**src/rtl/icb_sram_loader_if.sv**
```systemverilog
// ICB command/response bundle for icb_sram_loader; the bus master drives
// commands and rsp_ready, the loader is the slave.
interface icb_sram_loader_if;
  logic        icb_cmd_valid;
  logic        icb_cmd_ready;
  logic        icb_cmd_read;
  logic [31:0] icb_cmd_addr;
  logic [31:0] icb_cmd_wdata;
  logic [3:0]  icb_cmd_wmask;
  logic        icb_rsp_valid;
  logic        icb_rsp_ready;
  logic [31:0] icb_rsp_rdata;
  logic        icb_rsp_err;

  modport master (
    output icb_cmd_valid, icb_cmd_read, icb_cmd_addr, icb_cmd_wdata, icb_cmd_wmask, icb_rsp_ready,
    input  icb_cmd_ready, icb_rsp_valid, icb_rsp_rdata, icb_rsp_err
  );
  modport slave (
    input  icb_cmd_valid, icb_cmd_read, icb_cmd_addr, icb_cmd_wdata, icb_cmd_wmask, icb_rsp_ready,
    output icb_cmd_ready, icb_rsp_valid, icb_rsp_rdata, icb_rsp_err
  );
endinterface

```
**src/rtl/icb_sram_loader.sv**
```systemverilog
// ICB slave that packs 32-bit write pairs into 64-bit SRAM words and reads the output SRAM in halves.
// Optional ICB_BASE_CHECK_EN rejects addresses whose [31:12] differ from BASE_ADDR. rst_n is active-high.
module icb_sram_loader #(
  parameter logic [19:0] BASE_ADDR = 20'h10042,
  parameter int          AW        = 12,
  parameter int          DW        = 64
) (
  input  logic          clk,
  input  logic          rst_n,
  icb_sram_loader_if.slave icb,
  output logic          wsbn_sram_input, wsbn_sram_wq0, wsbn_sram_wq1, wsbn_sram_wk0,
  output logic          wsbn_sram_wk1, wsbn_sram_wv0, wsbn_sram_wv1,
  output logic [AW-1:0] waddr_sram_input, waddr_sram_wq0, waddr_sram_wq1, waddr_sram_wk0,
  output logic [AW-1:0] waddr_sram_wk1, waddr_sram_wv0, waddr_sram_wv1,
  output logic [DW-1:0] wdata_sram_input, wdata_sram_wq0, wdata_sram_wq1, wdata_sram_wk0,
  output logic [DW-1:0] wdata_sram_wk1, wdata_sram_wv0, wdata_sram_wv1,
  output logic          csbn_sram_output,
  output logic [AW-1:0] raddr_sram_output,
  input  logic [DW-1:0] rdata_sram_output,
  output logic [31:0]   CONTROL,
  output logic [31:0]   STATUS
);
  localparam logic [1:0] S_IDLE = 2'd0, S_RDREQ = 2'd1, S_RDWAIT = 2'd2, S_RSP = 2'd3;
  localparam logic [3:0] R_CTRL = 4'd7, R_STAT = 4'd8, R_BAD = 4'd15;

  // Regions 0..6 are input, wq0, wq1, wk0, wk1, wv0, wv1 in offset order.
  function automatic logic [3:0] decode(input logic [11:0] o);
    if      (o < 12'h180) return 4'd0;
    else if (o < 12'h3C0) return 4'd1;
    else if (o < 12'h600) return 4'd2;
    else if (o < 12'h840) return 4'd3;
    else if (o < 12'hA80) return 4'd4;
    else if (o < 12'hCC0) return 4'd5;
    else if (o < 12'hF00) return 4'd6;
    else if (o == 12'hF00) return R_CTRL;
    else if (o == 12'hF04) return R_STAT;
    else return R_BAD;
  endfunction

  function automatic logic [11:0] rgn_base(input logic [3:0] r);
    case (r)
      4'd1:    return 12'h180;
      4'd2:    return 12'h3C0;
      4'd3:    return 12'h600;
      4'd4:    return 12'h840;
      4'd5:    return 12'hA80;
      4'd6:    return 12'hCC0;
      default: return 12'h000;
    endcase
  endfunction

  logic [1:0]    state_q, state_d;
  logic [6:0]    wsbn_q;
  logic [AW-1:0] waddr_q, raddr_q;
  logic [DW-1:0] wdata_q, buf_q;
  logic          csbn_q, half_q, rd_half_q, sticky_q, err_q;
  logic [11:0]   half_off_q, rd_off_q;
  logic [31:0]   lo_q, ctrl_q, rdata_q;

  logic        acc, base_ok, bad, wr_pair, rd_hit, fresh_rd;
  logic [11:0] off;
  logic [3:0]  rgn;

`ifdef ICB_BASE_CHECK_EN
  assign base_ok = (icb.icb_cmd_addr[31:12] == BASE_ADDR);
`else
  logic unused_hi;
  assign unused_hi = ^{icb.icb_cmd_addr[31:12], BASE_ADDR};
  assign base_ok   = 1'b1;
`endif

  always_comb begin
    acc      = icb.icb_cmd_valid && (state_q == S_IDLE);
    off      = icb.icb_cmd_addr[11:0];
    rgn      = decode(off);
    bad      = !base_ok || (rgn == R_BAD);
    wr_pair  = half_q && (off == half_off_q);
    rd_hit   = rd_half_q && (off == rd_off_q);
    fresh_rd = icb.icb_cmd_read && !bad && (rgn == 4'd0) && !rd_hit;
    state_d  = state_q;
    case (state_q)
      S_IDLE:   if (acc) state_d = fresh_rd ? S_RDREQ : S_RSP;
      S_RDREQ:  state_d = S_RDWAIT;
      S_RDWAIT: state_d = S_RSP;
      S_RSP:    if (icb.icb_rsp_ready) state_d = S_IDLE;
      default:  state_d = S_IDLE;
    endcase
  end

  always_ff @(posedge clk or posedge rst_n) begin
    if (rst_n) begin
      state_q <= S_IDLE;  wsbn_q <= '1;      waddr_q <= '0;    wdata_q <= '0;
      csbn_q <= 1'b1;     raddr_q <= '0;     buf_q <= '0;      half_q <= 1'b0;
      half_off_q <= '0;   lo_q <= '0;        rd_half_q <= 1'b0; rd_off_q <= '0;
      ctrl_q <= '0;       sticky_q <= 1'b0;  rdata_q <= '0;    err_q <= 1'b0;
    end else begin
      state_q <= state_d;
      wsbn_q  <= '1;
      csbn_q  <= 1'b1;
      if (acc) begin
        rdata_q <= '0;
        err_q   <= bad;
        if (bad) begin
          sticky_q <= 1'b1;
        end else if (!icb.icb_cmd_read) begin
          if (rgn < R_CTRL) begin
            if (wr_pair) begin
              wsbn_q[rgn[2:0]] <= 1'b0;
              waddr_q <= AW'(off - rgn_base(rgn));
              wdata_q <= DW'({icb.icb_cmd_wdata, lo_q});
              half_q  <= 1'b0;
            end else begin
              lo_q       <= icb.icb_cmd_wdata;
              half_q     <= 1'b1;
              half_off_q <= off;
            end
          end else if (rgn == R_CTRL) begin
            for (int b = 0; b < 4; b++)
              if (icb.icb_cmd_wmask[b]) ctrl_q[8*b +: 8] <= icb.icb_cmd_wdata[8*b +: 8];
            // bit31 is a clear-sticky strobe, never stored
            ctrl_q[31] <= 1'b0;
            if (icb.icb_cmd_wmask[3] && icb.icb_cmd_wdata[31]) sticky_q <= 1'b0;
          end
        end else if (rgn == 4'd0) begin
          if (rd_hit) begin
            rdata_q   <= buf_q[63:32];
            rd_half_q <= 1'b0;
          end else begin
            csbn_q   <= 1'b0;
            raddr_q  <= AW'(off);
            rd_off_q <= off;
          end
        end else if (rgn == R_CTRL) begin
          rdata_q <= ctrl_q;
        end else if (rgn == R_STAT) begin
          rdata_q <= STATUS;
        end
      end
      if (state_q == S_RDWAIT) begin
        buf_q     <= rdata_sram_output;
        rdata_q   <= rdata_sram_output[31:0];
        rd_half_q <= 1'b1;
      end
    end
  end

  assign icb.icb_cmd_ready = (state_q == S_IDLE);
  assign icb.icb_rsp_valid = (state_q == S_RSP);
  assign icb.icb_rsp_rdata = rdata_q;
  assign icb.icb_rsp_err   = err_q;

  assign CONTROL = ctrl_q;
  assign STATUS  = {29'd0, sticky_q, rd_half_q, half_q};

  assign {wsbn_sram_wv1, wsbn_sram_wv0, wsbn_sram_wk1, wsbn_sram_wk0,
          wsbn_sram_wq1, wsbn_sram_wq0, wsbn_sram_input} = wsbn_q;
  assign waddr_sram_input = waddr_q;  assign wdata_sram_input = wdata_q;
  assign waddr_sram_wq0   = waddr_q;  assign wdata_sram_wq0   = wdata_q;
  assign waddr_sram_wq1   = waddr_q;  assign wdata_sram_wq1   = wdata_q;
  assign waddr_sram_wk0   = waddr_q;  assign wdata_sram_wk0   = wdata_q;
  assign waddr_sram_wk1   = waddr_q;  assign wdata_sram_wk1   = wdata_q;
  assign waddr_sram_wv0   = waddr_q;  assign wdata_sram_wv0   = wdata_q;
  assign waddr_sram_wv1   = waddr_q;  assign wdata_sram_wv1   = wdata_q;
  assign csbn_sram_output  = csbn_q;
  assign raddr_sram_output = raddr_q;
endmodule

```
**src/flat_wrapper.sv**
```systemverilog
// flat-port wrapper written by rule: the top's interface ports become plain ports
module icb_sram_loader_flat 
#(
  parameter logic [19:0] BASE_ADDR = 20'h10042,
  parameter int          AW        = 12,
  parameter int          DW        = 64
)
  (clk, rst_n, wsbn_sram_input, wsbn_sram_wq0, wsbn_sram_wq1, wsbn_sram_wk0, wsbn_sram_wk1, wsbn_sram_wv0, wsbn_sram_wv1, waddr_sram_input, waddr_sram_wq0, waddr_sram_wq1, waddr_sram_wk0, waddr_sram_wk1, waddr_sram_wv0, waddr_sram_wv1, wdata_sram_input, wdata_sram_wq0, wdata_sram_wq1, wdata_sram_wk0, wdata_sram_wk1, wdata_sram_wv0, wdata_sram_wv1, csbn_sram_output, raddr_sram_output, rdata_sram_output, CONTROL, STATUS, icb_icb_cmd_valid, icb_icb_cmd_read, icb_icb_cmd_addr, icb_icb_cmd_wdata, icb_icb_cmd_wmask, icb_icb_rsp_ready, icb_icb_cmd_ready, icb_icb_rsp_valid, icb_icb_rsp_rdata, icb_icb_rsp_err);
  icb_sram_loader_if icb_i ();
  input  logic clk;
  input  logic rst_n;
  output logic wsbn_sram_input;
  output logic wsbn_sram_wq0;
  output logic wsbn_sram_wq1;
  output logic wsbn_sram_wk0;
  output logic wsbn_sram_wk1;
  output logic wsbn_sram_wv0;
  output logic wsbn_sram_wv1;
  output logic [AW-1:0] waddr_sram_input;
  output logic [AW-1:0] waddr_sram_wq0;
  output logic [AW-1:0] waddr_sram_wq1;
  output logic [AW-1:0] waddr_sram_wk0;
  output logic [AW-1:0] waddr_sram_wk1;
  output logic [AW-1:0] waddr_sram_wv0;
  output logic [AW-1:0] waddr_sram_wv1;
  output logic [DW-1:0] wdata_sram_input;
  output logic [DW-1:0] wdata_sram_wq0;
  output logic [DW-1:0] wdata_sram_wq1;
  output logic [DW-1:0] wdata_sram_wk0;
  output logic [DW-1:0] wdata_sram_wk1;
  output logic [DW-1:0] wdata_sram_wv0;
  output logic [DW-1:0] wdata_sram_wv1;
  output logic csbn_sram_output;
  output logic [AW-1:0] raddr_sram_output;
  input  logic [DW-1:0] rdata_sram_output;
  output logic [31:0] CONTROL;
  output logic [31:0] STATUS;
  input wire logic [$bits(icb_i.icb_cmd_valid)-1:0] icb_icb_cmd_valid;
  input wire logic [$bits(icb_i.icb_cmd_read)-1:0] icb_icb_cmd_read;
  input wire logic [$bits(icb_i.icb_cmd_addr)-1:0] icb_icb_cmd_addr;
  input wire logic [$bits(icb_i.icb_cmd_wdata)-1:0] icb_icb_cmd_wdata;
  input wire logic [$bits(icb_i.icb_cmd_wmask)-1:0] icb_icb_cmd_wmask;
  input wire logic [$bits(icb_i.icb_rsp_ready)-1:0] icb_icb_rsp_ready;
  output wire logic [$bits(icb_i.icb_cmd_ready)-1:0] icb_icb_cmd_ready;
  output wire logic [$bits(icb_i.icb_rsp_valid)-1:0] icb_icb_rsp_valid;
  output wire logic [$bits(icb_i.icb_rsp_rdata)-1:0] icb_icb_rsp_rdata;
  output wire logic [$bits(icb_i.icb_rsp_err)-1:0] icb_icb_rsp_err;
  assign icb_i.icb_cmd_valid = icb_icb_cmd_valid;
  assign icb_i.icb_cmd_read = icb_icb_cmd_read;
  assign icb_i.icb_cmd_addr = icb_icb_cmd_addr;
  assign icb_i.icb_cmd_wdata = icb_icb_cmd_wdata;
  assign icb_i.icb_cmd_wmask = icb_icb_cmd_wmask;
  assign icb_i.icb_rsp_ready = icb_icb_rsp_ready;
  assign icb_icb_cmd_ready = icb_i.icb_cmd_ready;
  assign icb_icb_rsp_valid = icb_i.icb_rsp_valid;
  assign icb_icb_rsp_rdata = icb_i.icb_rsp_rdata;
  assign icb_icb_rsp_err = icb_i.icb_rsp_err;
  icb_sram_loader #(.BASE_ADDR(BASE_ADDR), .AW(AW), .DW(DW)) u_core (.clk(clk), .rst_n(rst_n), .icb(icb_i), .wsbn_sram_input(wsbn_sram_input), .wsbn_sram_wq0(wsbn_sram_wq0), .wsbn_sram_wq1(wsbn_sram_wq1), .wsbn_sram_wk0(wsbn_sram_wk0), .wsbn_sram_wk1(wsbn_sram_wk1), .wsbn_sram_wv0(wsbn_sram_wv0), .wsbn_sram_wv1(wsbn_sram_wv1), .waddr_sram_input(waddr_sram_input), .waddr_sram_wq0(waddr_sram_wq0), .waddr_sram_wq1(waddr_sram_wq1), .waddr_sram_wk0(waddr_sram_wk0), .waddr_sram_wk1(waddr_sram_wk1), .waddr_sram_wv0(waddr_sram_wv0), .waddr_sram_wv1(waddr_sram_wv1), .wdata_sram_input(wdata_sram_input), .wdata_sram_wq0(wdata_sram_wq0), .wdata_sram_wq1(wdata_sram_wq1), .wdata_sram_wk0(wdata_sram_wk0), .wdata_sram_wk1(wdata_sram_wk1), .wdata_sram_wv0(wdata_sram_wv0), .wdata_sram_wv1(wdata_sram_wv1), .csbn_sram_output(csbn_sram_output), .raddr_sram_output(raddr_sram_output), .rdata_sram_output(rdata_sram_output), .CONTROL(CONTROL), .STATUS(STATUS));
endmodule
```
**config.mk**
```make
export PLATFORM = sky130hd
export DESIGN_NAME = icb_sram_loader_flat
export DESIGN_NICKNAME = d
export VERILOG_FILES = /design/src/rtl/icb_sram_loader_if.sv /design/src/rtl/icb_sram_loader.sv /design/src/flat_wrapper.sv
export SDC_FILE = /design/constraint.sdc
export NUM_CORES = 1
export LEC_CHECK = 0
export CORE_AREA = 2 2 304 306
export CTS_CLUSTER_DIAMETER = 80
export DETAILED_ROUTE_END_ITERATION = 12
export DIE_AREA = 0 0 306 308
export HOLD_SLACK_MARGIN = 0.05
export PLACE_DENSITY = 0.5
export SLEW_MARGIN = 20
export SYNTH_ARGS = -nofsm -noshare
export SYNTH_HDL_FRONTEND = slang
export SYNTH_SLANG_ARGS = --single-unit
export TNS_END_PERCENT = 100
```
**constraint.sdc**
```tcl
create_clock -name clk -period 18.07 [get_ports clk]
set_clock_uncertainty 0.15 [all_clocks]
set_input_delay 2.7105 -clock clk [delete_from_list [all_inputs] [get_ports clk]]
set_output_delay 2.7105 -clock clk [all_outputs]
set_load 0.02 [all_outputs]
```
==> impl_summary.md <==
Clock network
The CTS tree is yes. The total number of H-tree levels is 2. Counting every sink on the clock net gives 241. The clock latency at the later pin of the worst-skew pair is approximately 0.54 ns. The number of buffers created by CTS is 34. After clock tree synthesis, the repair step resized 0 gates. After clock tree synthesis, the setup repair step added 0 buffers. Counting along the longest clock path gives a buffer depth of 3. The hold buffer count at cts is 0. The clock tree root buffer cell is sky130_fd_sc_hd__clkbuf_16. After clock tree synthesis, the clock-pin slew on the worst setup and hold paths is roughly 0.060 ns.

Yosys
Summed over its instances, the top area cell type makes up about two fifths of the synthesized netlist area. Yosys printed 0 warnings. The count of distinct cell types in the synthesized netlist is 52. For this run, the leading register cell type out of synthesis is sky130_fd_sc_hd__dfrtp_1.

Sequential elements use 43.5% of the synthesized area. The gate count after technology mapping is 1249. The cell taking the most area after synthesis is sky130_fd_sc_hd__dfrtp_1. Yosys attributes the largest share of cell area to sky130_fd_sc_hd__dfrtp_1, sky130_fd_sc_hd__buf_4, sky130_fd_sc_hd__mux2_2, sky130_fd_sc_hd__nand2_1, sky130_fd_sc_hd__a221o_1. The netlist area before placement is 13900 um^2.

The number of flops mapped to enable cells by yosys is 0. The average instance in the mapped netlist occupies 11.1 um^2. Counting flops and latches in the post-synthesis netlist gives 241.

Of all flip-flops after synthesis, the portion carrying an async set or reset was 100%.

Layout
The filler cell count in the final layout is ~9700. Relative to the synthesized area, the layout overhead comes to 45.8%. In the layout the commonest cells are sky130_fd_sc_hd__clkdlybuf4s50_1, sky130_fd_sc_hd__dfrtp_1, sky130_fd_sc_hd__mux2_2. In the final layout, the share of cells above drive strength 1 is around 18%. The multi-input combinational cell area is 4110 um^2.

The commonest non-fill, non-tap cell in the layout is sky130_fd_sc_hd__clkdlybuf4s50_1. The fraction of the core area covered by cells at the end of the flow is between 20% and 30%. The register cell area after layout is ~6000 um^2. After the last flow step, the layout net total stands at approximately 1700.

Timing
Setup total negative slack on the finished layout was measured at 0 ns. The time the worst path needs with I/O delays and setup is between 6 and 7 ns. Timing would allow up to 0.160 GHz. Setup repair after global routing left no endpoint under its margin.

At the pin with the least slew margin, the transition time is between 0.9 and 1 ns. The hold violation count in the final report is 0. The post-route fraction of the period consumed by the critical path is between 30% and 40%. The remaining max-slew budget at the tightest pin is a little under two fifths. The final number of max-transition violations is 0. Setup violations remaining at the end of the flow were counted as 0.

Floorplan
The initialized floorplan defines 111 standard-cell rows. The placeable core area is roughly 90000 um^2. From left edge to right edge, the die measures 306 um. The floorplan step defined a die boundary enclosing roughly 94000 um^2. The count of pins on the block boundary is between 700 and 800. The initial utilization of the core area, before any placement, comes to about 15%. The die is 308 um tall.

Placement
The wire-length estimate of the detail-placed layout is 35100 um. The number of port buffers is roughly 740. The final weighted congestion of routability-driven global placement is ~0.77.

Routing
The total length of routed wires is 47200 um. The first TritonRoute pass finished after 4 iterations. In the final routed layout, each cell accounts on average for around 17 um.

For this run, design rule violations remaining after detail routing come to 0. After detailed routing, the number of vias per cell comes to 3.44. The violation count after the first detailed-route iteration is 267. The remaining antenna violation count is 0. The vias after detailed routing is approximately 9400.

Pwr
The power density relative to cell area is 98.1 nW/um^2. For this design the static power due to leakage is roughly 8.1 nW. The largest vdd supply drop is approximately 0.000055 V.

Status
The run finished with clean final reports.

Setup path
At the worst endpoint, the required time is between 15 and 20 ns. In this run the worst path has a maximum fanout of 44. The startpoint type of the worst setup path is a primary input. The class of the most critical setup path is in2reg. The kind of end point of the critical path is a flop.

Data on the critical path arrives at its endpoint at approximately 6.5 ns.

GRT
The global-route wire length before repair is about 66000 um. The total global routing track utilization is approximately a tenth. The via count of the first global-routing pass is slightly above 9000. The initial antenna violation count is 5. Summed over all layers, the global routing overflow is 0.

Entering global routing, the biggest net connects 71 pins.

Run
Max-cap violations in this run came to 0.

Hold path
The class of the tightest hold or removal check is reg2reg.
==> synth_stat cells, types with 6 or more instances <==
| cell type | instances |
|---|---|
| sky130_fd_sc_hd__buf_4 | 489 |
| sky130_fd_sc_hd__dfrtp_1 | 233 |
| sky130_fd_sc_hd__mux2_2 | 175 |
| sky130_fd_sc_hd__nand2_1 | 83 |
| sky130_fd_sc_hd__o21ai_0 | 45 |
| sky130_fd_sc_hd__a221o_1 | 28 |
| sky130_fd_sc_hd__xnor2_1 | 27 |
| sky130_fd_sc_hd__clkbuf_1 | 23 |
| sky130_fd_sc_hd__mux2_4 | 17 |
| sky130_fd_sc_hd__nor2_1 | 15 |
| sky130_fd_sc_hd__buf_2 | 10 |
| sky130_fd_sc_hd__inv_1 | 9 |
| sky130_fd_sc_hd__nor2b_1 | 9 |
| sky130_fd_sc_hd__a21oi_1 | 8 |
| sky130_fd_sc_hd__dfstp_2 | 8 |
| sky130_fd_sc_hd__ha_1 | 8 |
| sky130_fd_sc_hd__buf_1 | 6 |
| sky130_fd_sc_hd__nand4_1 | 6 |
==> state kept, by name, summed over array words and instances (netlist names) <==
register and count:
u_core.half_q 1, u_core.buf_q 32, u_core.csbn_sram_output 1, u_core.state_q 2, u_core.rd_off_q 12, u_core.wdata_sram_input 64
u_core.wsbn_q 7, u_core.sticky_q 1, u_core.rd_half_q 1, u_core.icb.icb_rsp_rdata 32, u_core.icb.icb_rsp_err 1, u_core.CONTROL 31
u_core.half_off_q 12, u_core.waddr_sram_input 12, u_core.lo_q 32
==> area by class of cell <==
class,instances,area share (%)
inverter,9,0.204
timing repair buffer,746,36.8
multi-input combinational,496,20.3
sequential,241,29.8
clock buffer,48,4.96
tap,1186,7.33
clock inverter,11,0.636
antenna,1,0.0124
==> path summary, 6_finish.rpt <==
| path | to | depth (start not counted) | slack, ns | from |
|---|---|---|---|---|
| worst max-delay path | u_core.wdata_sram_input[37]$_DFFE_PP0P_ | 6 | 11.81 | icb_icb_cmd_addr[10] |
| worst min-delay path | u_core.icb.icb_rsp_rdata[25]$_DFFE_PP0P_ | 1 | 0.34 | u_core.buf_q[57]$_DFFE_PP0P_ |
| worst max register to register | u_core.wdata_sram_input[37]$_DFFE_PP0P_ | 9 | 13.82 | u_core.state_q[1]$_DFFE_PP0P_ |
| worst min register to register | u_core.icb.icb_rsp_rdata[25]$_DFFE_PP0P_ | 1 | 0.34 | u_core.buf_q[57]$_DFFE_PP0P_ |
| max in group asynchronous | u_core.wdata_sram_input[3]$_DFFE_PP0P_ | 4 | 13.30 | rst_n |
| min in group asynchronous | u_core.icb.icb_rsp_rdata[23]$_DFFE_PP0P_ | 2 | 2.48 | rst_n |
==> layer usage <==
metal	vias to the layer above	wire length, um	part of all wire (%)	global-route usage [%]
met3	61	2780	5.9	1.92
met5	-	0	0	0
met4	0	1070	2.3	2.88
met1	4698	20100	43	12.0
li1	4228	-	-	-
met2	433	23200	49	15.8
==> through the flow <==
step / power [mW] / instance area (um^2) / hold WS, ns / instances / setup slack, ns
after detailed placement: 1.33 / 19100 / 0.326 / 2678 / 11.21
after floorplan: 1.09 / 14000 / 0.305 / 1278 / 8.61
after global placement: 1.31 / 19100 / 0.317 / 2678 / 11.33
final: 1.99 / 20300 / 0.344 / 2738 / 11.81
after global routing: 2.10 / 20300 / 0.355 / 2737 / 11.58
after CTS: 2.03 / 20300 / 0.346 / 2737 / 11.83
==> critical path, stage by stage <==
cell and delay, ns:
sky130_fd_sc_hd__clkdlybuf4s50_1 0.86, sky130_fd_sc_hd__nand4_1 0.41, sky130_fd_sc_hd__nand2_1 0.51, sky130_fd_sc_hd__or2_4 0.63
sky130_fd_sc_hd__buf_4 0.78, sky130_fd_sc_hd__mux2_2 0.41
==> kinds of logic after synthesis <==
kind of cell,after synthesis,synth area share (%)
multiplexers,195,16.2
AND/OR/NAND/NOR,138,4.61
other,1,0.0270
adder cells (fa/ha/maj),9,0.865
flip-flops,241,43.5
XOR/XNOR,27,1.70
buffers and inverters,541,28.1
AO/OA/AOI/OAI,97,4.94
==> power by group <==
part           internal (mW)  leakage [nW]  total (mW)  switching [mW]
logic                  0.277          4.44       0.547           0.271
clock network          0.417         0.558       0.682           0.264
registers              0.673          3.12       0.758          0.0847
total                   1.37          8.12        1.99           0.620
(Power assumes the default switching activity.)
